<file path="config.mk">
export PLATFORM = sky130hd
export DESIGN_NAME = hps_matrix_loader_flat
export DESIGN_NICKNAME = d
export VERILOG_FILES = /design/src/rtl/hps_matrix_loader_if.sv /design/src/rtl/hps_matrix_loader.sv /design/src/flat_wrapper.sv
export SDC_FILE = /design/constraint.sdc
export NUM_CORES = 1
export LEC_CHECK = 0
export BUFFER_PORTS_ARGS = -buffer_cell sky130_fd_sc_hd__buf_2
export CAP_MARGIN = 20
export CORE_MARGIN = 5
export CORE_UTILIZATION = 57
export DETAILED_ROUTE_END_ITERATION = 8
export HOLD_SLACK_MARGIN = 0.1
export MAX_ROUTING_LAYER = met4
export PLACE_DENSITY = 0.86
export SKIP_LAST_GASP = 1
export SLEW_MARGIN = 15
export SYNTH_ARGS = -nofsm -noshare
export SYNTH_HDL_FRONTEND = slang
export SYNTH_SLANG_ARGS = --single-unit
</file>
<file path="constraint.sdc">
create_clock -name clk -period 5.5 [get_ports clk]
set_input_delay 0.55 -clock clk [delete_from_list [all_inputs] [get_ports clk]]
set_output_delay 0.55 -clock clk [all_outputs]
set_load 0.1 [all_outputs]
</file>
<file path="src/rtl/hps_matrix_loader_if.sv">
// HPS PIO word transfer bundle: four-phase req/ack with a 32-bit data word.
interface hps_matrix_loader_if;
  logic        hps_req;
  logic [31:0] hps_data;
  logic        hps_ack;

  modport master (output hps_req, output hps_data, input hps_ack);
  modport slave  (input hps_req, input hps_data, output hps_ack);
endinterface

</file>
<file path="src/rtl/hps_matrix_loader.sv">
// Loads two packed matrix operands from the HPS over a four-phase handshake,
// packing elements from the MSB of each 200-bit register.
module hps_matrix_loader #(
  parameter int unsigned ELEM_W    = 8,
  parameter int unsigned MAX_ELEMS = 25
) (
  input  logic                        clk,
  input  logic                        reset_n,
  input  logic                        start,
  input  logic [1:0]                  mat_size,
  hps_matrix_loader_if.slave          hps,
  output logic [ELEM_W*MAX_ELEMS-1:0] matrix1_out,
  output logic [ELEM_W*MAX_ELEMS-1:0] matrix2_out,
  output logic                        busy,
  output logic                        done,
  output logic                        loaded
);

  localparam int unsigned MAT_W = ELEM_W * MAX_ELEMS;
  localparam int unsigned EPW   = 4;

  typedef enum logic [1:0] {IDLE, WAIT_REQ, WAIT_REL, DONE} state_e;

  state_e             state_q, state_d;
  logic [1:0]         size_q, size_d;
  logic [3:0]         word_cnt_q, word_cnt_d;
  logic [MAT_W-1:0]   mat1_q, mat1_d;
  logic [MAT_W-1:0]   mat2_q, mat2_d;
  logic               ack_q, ack_d;
  logic               busy_q, busy_d;
  logic               done_q, done_d;
  logic               loaded_q, loaded_d;

  logic [4:0]         elems_c;
  logic [2:0]         wpm_c;
  logic               in_m1_c;
  logic [2:0]         line_c;
  logic [4:0]         base_c;
  logic               last_c;

  // Geometry of the latched size and the slot window addressed by word_cnt.
  always_comb begin
    elems_c = 5'd4;
    wpm_c   = 3'd1;
    case (size_q)
      2'b00: begin elems_c = 5'd4;  wpm_c = 3'd1; end
      2'b01: begin elems_c = 5'd9;  wpm_c = 3'd3; end
      2'b10: begin elems_c = 5'd16; wpm_c = 3'd4; end
      default: begin elems_c = 5'd25; wpm_c = 3'd7; end
    endcase
    in_m1_c = word_cnt_q < {1'b0, wpm_c};
    line_c  = in_m1_c ? word_cnt_q[2:0] : 3'(word_cnt_q - {1'b0, wpm_c});
    base_c  = {line_c, 2'b00};
    last_c  = word_cnt_q == ({wpm_c, 1'b0} - 4'd1);
  end

  always_comb begin
    state_d    = state_q;
    size_d     = size_q;
    word_cnt_d = word_cnt_q;
    mat1_d     = mat1_q;
    mat2_d     = mat2_q;
    ack_d      = ack_q;
    busy_d     = busy_q;
    done_d     = 1'b0;
    loaded_d   = loaded_q;

    case (state_q)
      IDLE: begin
        if (start) begin
          size_d     = mat_size;
          mat1_d     = '0;
          mat2_d     = '0;
          word_cnt_d = 4'd0;
          loaded_d   = 1'b0;
          busy_d     = 1'b1;
          state_d    = WAIT_REQ;
        end
      end
      WAIT_REQ: begin
        if (hps.hps_req) begin
          ack_d   = 1'b1;
          state_d = WAIT_REL;
          // Byte j lands in element base+j; bytes past the last element are dropped.
          for (int j = 0; j < int'(EPW); j++) begin
            for (int k = 0; k < int'(MAX_ELEMS); k++) begin
              if ((5'(k) == base_c + 5'(j)) && (5'(k) < elems_c)) begin
                if (in_m1_c)
                  mat1_d[(int'(MAX_ELEMS) - 1 - k) * int'(ELEM_W) +: ELEM_W] =
                    hps.hps_data[(3 - j) * int'(ELEM_W) +: ELEM_W];
                else
                  mat2_d[(int'(MAX_ELEMS) - 1 - k) * int'(ELEM_W) +: ELEM_W] =
                    hps.hps_data[(3 - j) * int'(ELEM_W) +: ELEM_W];
              end
            end
          end
        end
      end
      WAIT_REL: begin
        if (!hps.hps_req) begin
          ack_d      = 1'b0;
          word_cnt_d = word_cnt_q + 4'd1;
          state_d    = last_c ? DONE : WAIT_REQ;
        end
      end
      DONE: begin
        done_d   = 1'b1;
        loaded_d = 1'b1;
        busy_d   = 1'b0;
        state_d  = IDLE;
      end
      default: state_d = IDLE;
    endcase
  end

  always_ff @(posedge clk or negedge reset_n) begin
    if (!reset_n) begin
      state_q    <= IDLE;
      size_q     <= 2'b00;
      word_cnt_q <= 4'd0;
      mat1_q     <= '0;
      mat2_q     <= '0;
      ack_q      <= 1'b0;
      busy_q     <= 1'b0;
      done_q     <= 1'b0;
      loaded_q   <= 1'b0;
    end else begin
      state_q    <= state_d;
      size_q     <= size_d;
      word_cnt_q <= word_cnt_d;
      mat1_q     <= mat1_d;
      mat2_q     <= mat2_d;
      ack_q      <= ack_d;
      busy_q     <= busy_d;
      done_q     <= done_d;
      loaded_q   <= loaded_d;
    end
  end

  assign hps.hps_ack = ack_q;
  assign matrix1_out = mat1_q;
  assign matrix2_out = mat2_q;
  assign busy        = busy_q;
  assign done        = done_q;
  assign loaded      = loaded_q;

endmodule

</file>
<file path="src/flat_wrapper.sv">
// flat-port wrapper written by rule: the top's interface ports become plain ports
module hps_matrix_loader_flat 
#(
  parameter int unsigned ELEM_W    = 8,
  parameter int unsigned MAX_ELEMS = 25
)
  (clk, reset_n, start, mat_size, matrix1_out, matrix2_out, busy, done, loaded, hps_hps_req, hps_hps_data, hps_hps_ack);
  hps_matrix_loader_if hps_i ();
  input  logic clk;
  input  logic reset_n;
  input  logic start;
  input  logic [1:0] mat_size;
  output logic [ELEM_W*MAX_ELEMS-1:0] matrix1_out;
  output logic [ELEM_W*MAX_ELEMS-1:0] matrix2_out;
  output logic busy;
  output logic done;
  output logic loaded;
  input wire logic [$bits(hps_i.hps_req)-1:0] hps_hps_req;
  input wire logic [$bits(hps_i.hps_data)-1:0] hps_hps_data;
  output wire logic [$bits(hps_i.hps_ack)-1:0] hps_hps_ack;
  assign hps_i.hps_req = hps_hps_req;
  assign hps_i.hps_data = hps_hps_data;
  assign hps_hps_ack = hps_i.hps_ack;
  hps_matrix_loader #(.ELEM_W(ELEM_W), .MAX_ELEMS(MAX_ELEMS)) u_core (.clk(clk), .reset_n(reset_n), .start(start), .mat_size(mat_size), .hps(hps_i), .matrix1_out(matrix1_out), .matrix2_out(matrix2_out), .busy(busy), .done(done), .loaded(loaded));
endmodule
</file>
# --- After elaboration in Yosys (flattened, before gate mapping) ---
# Index checks and enable logic that the tools add are counted.
totals:
  register_bits: 412
  input_bits: 38
  out_inout_bits: 404
op_classes:
  order_cmp: 26
  reduce_logical: 98
  muxes: 352
  addsub: 6
  eq_ne: 87
ops:
  columns: ["cell", "n"]
  rows:
  - ["two-way mux 8 bit", 328]
  - ["case mux 200 bit (2 select lines)", 2]
  - ["two-way mux 200 bit", 3]
  - ["equality test 5 bit, first input constant", 27]
  - ["equality test 4 x 5 -> 1 bit, first input constant", 24]
  - ["logical AND 1 bit", 82]
  - ["equality test 3 x 5 -> 1 bit, first input constant", 12]
  - ["< comparator 5 bit, first input constant", 9]
  - ["< comparator 4 x 5 -> 1 bit, first input constant", 8]
  - ["equality test 2 x 5 -> 1 bit, first input constant", 6]
  - ["zero test 5 bit", 4]
  - ["< comparator 3 x 5 -> 1 bit, first input constant", 4]
  - ["equality test 1 x 5 -> 1 bit, first input constant", 3]
  - ["case mux 5 bit (3 select lines)", 1]
  - ["AND reduction 3 bit", 4]
  - ["adder 5 x 2 -> 5 bit, second input constant", 2]
  - ["< comparator 1 x 5 -> 1 bit, first input constant", 2]
  - ["< comparator 2 x 5 -> 1 bit, first input constant", 2]
  - ["equality test 3 bit, first input constant", 3]
  - ["case mux 3 bit (3 select lines)", 1]
  - ["two-way mux 2 bit", 4]
  - ["two-way mux 4 bit", 2]
  - ["case mux 2 bit (4 select lines)", 1]
  - ["case mux 4 bit (2 select lines)", 1]
  - ["other kinds (17)", 34]

# --- Logic depth before layout (Yosys ltp) ---
depth:
  ltp_word: 15
  mapped_depth: 13

# --- Least setup slack after synthesis ---
# OpenSTA, ideal clock, no wires.
synth_timing:
  path_type: "register to register"
  start: "reg u_core.size_q[1]"
  end: "reg u_core.mat2_q[194], in the netlist u_core.matrix2_out[194]"
  required_time_ps: 5420
  slack_ps: 2610
  stages_incl_launch_ff: 14
  synth_period_minus_slack_ps: 2890
  arrival_time_ps: 2810
  path_cell_list: "dfrtp_1 buf_1 nand2_1 ha_1 inv_1 fa_1 a211o_1 buf_4 mux2_4 a21oi_1 nand2b_1 buf_6 buf_12 mux2i_1"
synth_via:
  elab_chain_len: 15
  word_cells_on_any_way: 30
  classes_between: "add/sub (4); order compare (2); eq/ne (2); mux (13); reduce/logical (9)"
synth_lines:
  columns: ["item", "line_no", "rtl"]
  rows:
  - ["from (decl)", "hps_matrix_loader.sv:25", "logic [1:0] size_q, size_d;"]
  - ["from (signal assigned)", "hps_matrix_loader.sv:129", "size_q <= size_d;"]
  - ["parallel branches: the longest is 12 deep, another holds adder 5 x 1 -> 5 bit", null, null]
  - ["two-way mux 8 bit (*)", "hps_matrix_loader.sv:87", "if ((5'(k) == base_c + 5'(j)) && (5'(k) < elems_c)) begin"]
  - ["two-way mux 200 bit (*)", "hps_matrix_loader.sv:81", "if (hps.hps_req) begin"]
  - ["case mux 200 bit (2 select lines) (*)", "hps_matrix_loader.sv:68", "case (state_q)"]
  - ["to (signal assigned)", "hps_matrix_loader.sv:132", "mat2_q <= mat2_d;"]
  - ["to (decl)", "hps_matrix_loader.sv:28", "logic [MAT_W-1:0] mat2_q, mat2_d;"]
# Every way passes the cells marked *. The select of a mux whose other input is x is not followed.
# A chain may end at the register's enable or synchronous reset.

# --- Worst setup path after layout ---
layout_timing:
  start: "reg u_core.size_q[1]"
  end: "reg u_core.mat1_q[55], in the netlist u_core.matrix1_out[55]"
layout_via:
  elab_chain_len: 14
  word_cells_on_any_way: 26
  classes_between: "add/sub (4); order compare (2); eq/ne (5); mux (11); reduce/logical (4)"
layout_lines:
  columns: ["item", "line_no", "rtl"]
  rows:
  - ["equality test 2 bit, or another cell as far along", "hps_matrix_loader.sv:45", "case (size_q)"]
  - ["case mux 3 bit (3 select lines)", "hps_matrix_loader.sv:45", null]
  - ["< comparator 4 x 3 -> 1 bit or subtractor 3 bit (tied branches)", "hps_matrix_loader.sv:51, hps_matrix_loader.sv:52", null]
  - ["two-way mux 3 bit", "hps_matrix_loader.sv:52", "line_c = in_m1_c ? word_cnt_q[2:0] : 3'(word_cnt_q - {1'b0, wpm_c});"]
  - ["adder 5 x 1 -> 5 bit", "hps_matrix_loader.sv:87", null]
  - ["equality test 5 bit", "hps_matrix_loader.sv:87", null]
  - ["logical AND 1 bit", "hps_matrix_loader.sv:87", null]
  - ["two-way mux 8 bit", "hps_matrix_loader.sv:87", null]
  - ["two-way mux 8 bit", "hps_matrix_loader.sv:88", "if (in_m1_c)"]
  - ["two-way mux 8 bit", "hps_matrix_loader.sv:87", null]
  - ["two-way mux 8 bit", "hps_matrix_loader.sv:88", null]
  - ["two-way mux 8 bit (*)", "hps_matrix_loader.sv:87", null]
  - ["two-way mux 200 bit (*)", "hps_matrix_loader.sv:81", null]
  - ["case mux 200 bit (2 select lines) (*)", "hps_matrix_loader.sv:68", null]
  - ["to (signal assigned)", "hps_matrix_loader.sv:131", "mat1_q <= mat1_d;"]
  - ["to (decl)", "hps_matrix_loader.sv:27", "logic [MAT_W-1:0] mat1_q, mat1_d;"]
# Every way passes the cells marked *; elsewhere a longest branch is shown, timed or not. The select of a mux whose other input is x is not followed.

==> out/qor.yml <==
run_status:
  status: "finished, final reports clean"
drt:
  wl_per_cell_um: 24.8
  drc: 0
  vias: 13126
  drt_pass1_iterations: 5
  route.final.wire_length_mm: 53.4
  postRouteAntennaNets: 0
  drt_iter0_drc: 1346
  vias_per_cell: 6.11
sta:
  hold_viol: 0
  fin_crit_sh_pct: 68.8
  whs_ns: 0.260
  grt_setup_unrepaired: "false"
  fmax_mhz: 264
  finClkSkew_ns: 0.0146
  slew_viol_final: 0
  post-route-min-period_ns: 3.79
  finalSetupViolCount: 0
  max-slew-margin-rel_pct: 19.3
  setup_ws_ns: 1.71
  tightest_slew_ns: 1.21
  tns_ns: 0
placement:
  dpl.hpwl_mm: 34.4
  finalWeightedCongestion: 0.885
  portBuffers: 441
  dp_slack_ns: 1.75
  postPlaceCellArea_sq_um: 18600
clocking:
  clk_pin_slew_worst_paths_ns: 0.06
  cts_sinks: 412
  cts_tree: "done"
  clk_latency_ns: 0.52
  clock-root-buffer: "clkbuf_16"
  cts.htree.levels: 2
  cts_buffers: 41
  post_cts_resized: 0
  cts.path.max_buffers: 3
grt:
  grt_max_degree: 184
  grt_pass1_vias: 13245
  grt-ovfl-total: 0
  grt_pass1_wl_mm: 82.1
  antenna_found_initial: 1
  track_usage_pct: 33.6
job:
  max-cap-violations: 0
cells_and_area:
  stdcell_area_sq_um: 20000
  nets: 1774
  area_delta_synth_final_pct: 22.0
  drive_gt1_share_pct: 33.7
  fillers: 2013
worst_setup_path:
  critical_path_class: "register to register"
  crit_fanout: 36
  cp.required_ns: 5.85
  startpoint_type: "register"
  arrival_ns: 4.14
  endpoint_kind: "register"
die:
  std_cell_rows: 62
  die_w_um: 179
  start_util_pct: 57.4
  die_height_um: 179
  core_sq_um: 28500
  ios: 442
  die_area_sq_um: 32200
power:
  p_leak_nw: 10.5
  powerDensity_nw_per_um2: 609
  vdd_ir_drop_max_uv: 459
  power_mw: 12.2
synth:
  yosysUniqueCellTypes: 54
  syn_nets: 1408
  async_reset_ff_share_pct: 100
  synth_edf_count: 0
  synthCells: 1366
  syn_avg_cell_area_sq_um: 12.0
  synth_seq_cells: 412
  yosysSeqAreaShare_pct: 63.0
  synthFlopType: "dfrtp_1"
  ys_warn_count: 0
  synth_area_sq_um: 16400
hold_path:
  hp-class: "input port to register"
[cells by family after synthesis]
kind of cell / count (synthesis) / synth area share (%)
AOI/OAI and AO/OA: 364 / 16.5
xor gates and xnor gates: 1 / 0.0535
adders and majority gates: 4 / 0.351
buffers and inverters: 176 / 5.27
DFF: 412 / 63.0
muxes: 80 / 4.97
and+or+nand+nor: 329 / 9.87
[routing by layer]
layer | vias to the layer above | global-route usage (%) | routed length (um)
met5 | - | - | 0
met4 | 0 | 14.2 | 2760
met3 | 152 | 10.2 | 5850
met2 | 850 | 50.2 | 24400
met1 | 6536 | 43.2 | 20300
li1 | 5588 | - | -
[layout by cell type (no fill, tap or decap), types with 3 or more instances in the layout]
master and instances:
a211oi_4 3, a21oi_1 6, buf_12 4, buf_2 441, buf_4 13, clkbuf_1 11
clkbuf_16 43, clkbuf_8 13, clkinv_2 5, dfrtp_1 412, ha_1 3, inv_1 38
mux2_2 3, mux2i_1 75, nand2_1 87, nand2_2 3, nand3_1 194, nand4_1 3
nor2_1 12, nor2b_1 3, nor3_1 5, o21ai_0 88, o21ai_1 115, o21ai_2 3
o2bb2ai_1 97, o2bb2ai_2 40
[flip-flops by register name, summed over array words and instances, names as in the netlist]
| register | cells |
|---|---|
| u_core.matrix1_out | 200 |
| u_core.matrix2_out | 200 |
| u_core.word_cnt_q | 4 |
| u_core.size_q | 2 |
| u_core.state_q | 2 |
| u_core.busy | 1 |
| u_core.done | 1 |
| u_core.hps.hps_ack | 1 |
| u_core.loaded | 1 |
[power by group]
group | internal (mW) | switching [mW] | total, mW
Sequential | 3.41 | 0.298 | 3.71
Combinational | 0.874 | 4.76 | 5.63
Clock | 1.66 | 1.15 | 2.81
Total | 5.95 | 6.21 | 12.2
[cell type report]
cell class,count,area [sq um],share of cell area (%)
well taps,384,480,2.41
inverters,39,146,0.733
repair buffers,460,2410,12.1
diodes,1,2.50,0.0125
clock inverters,9,78.8,0.395
flip-flops and latches,412,10300,51.6
clock buffers,67,1300,6.49
multi-input cells,778,5250,26.3
[cells in the mapped netlist (all sizes together) (3+ instances only)]
cell	number	area, sq um
dfrtp	412	10300
o21ai	208	1070
nand3	194	971
o2bb2ai	137	1450
nand2	91	344
mux2i	76	764
buf	72	473
clkbuf	65	244
inv	38	143
nor2	13	51.3
nor3	7	45.0
a21oi	6	30.0
nand4	6	65.1
mux2	4	48.8
nor2b	4	25.0
a211oi	3	60.1
ha	3	37.5
nand2b	3	18.8
nand4b	3	32.5
[through the flow]
| stage | util [%] | std cells |
|---|---|---|
| after floorplan | - | 1366 |
| after global placement | 65.0 | 2070 |
| after detailed placement | 65.1 | 2071 |
| after CTS | 69.9 | 2148 |
| after global routing | 70.0 | 2150 |
| final | 70.0 | 2150 |
[worst paths after layout]
kind                                                       end  slack, ns                           startpoint  cells past startpoint
setup reg to reg            u_core.matrix1_out[55]$_DFFE_PN0P_       1.71         u_core.size_q[1]$_DFFE_PN0P_                     10
max in group asynchronous  u_core.matrix2_out[159]$_DFFE_PN0P_       3.47                              reset_n                      3
hold / removal                    u_core.size_q[1]$_DFFE_PN0P_       0.26                          mat_size[1]                      2
setup / recovery            u_core.matrix1_out[55]$_DFFE_PN0P_       1.71         u_core.size_q[1]$_DFFE_PN0P_                     10
min in group asynchronous  u_core.matrix1_out[154]$_DFFE_PN0P_       0.57                              reset_n                      2
hold reg to reg            u_core.matrix2_out[114]$_DFFE_PN0P_       0.49  u_core.matrix2_out[114]$_DFFE_PN0P_                      1
[worst max-delay path, cell delays in order (launching register included)]
cell and delay, ns:
dfrtp_1 0.53, nand2_1 0.13, ha_1 0.14, inv_1 0.04, fa_1 0.50, a211o_1 0.48
a211oi_4 0.39, nand4_2 0.64, buf_4 0.51, nand3_1 0.12, o21ai_0 0.11
[repair_timing]
action,CTS,global route
buffers inserted,0,0
setup endpoints to repair,0,0
hold buffers,1,0
hold endpoints to repair,31,0
Note: power is estimated with default switching activity, not from simulation.
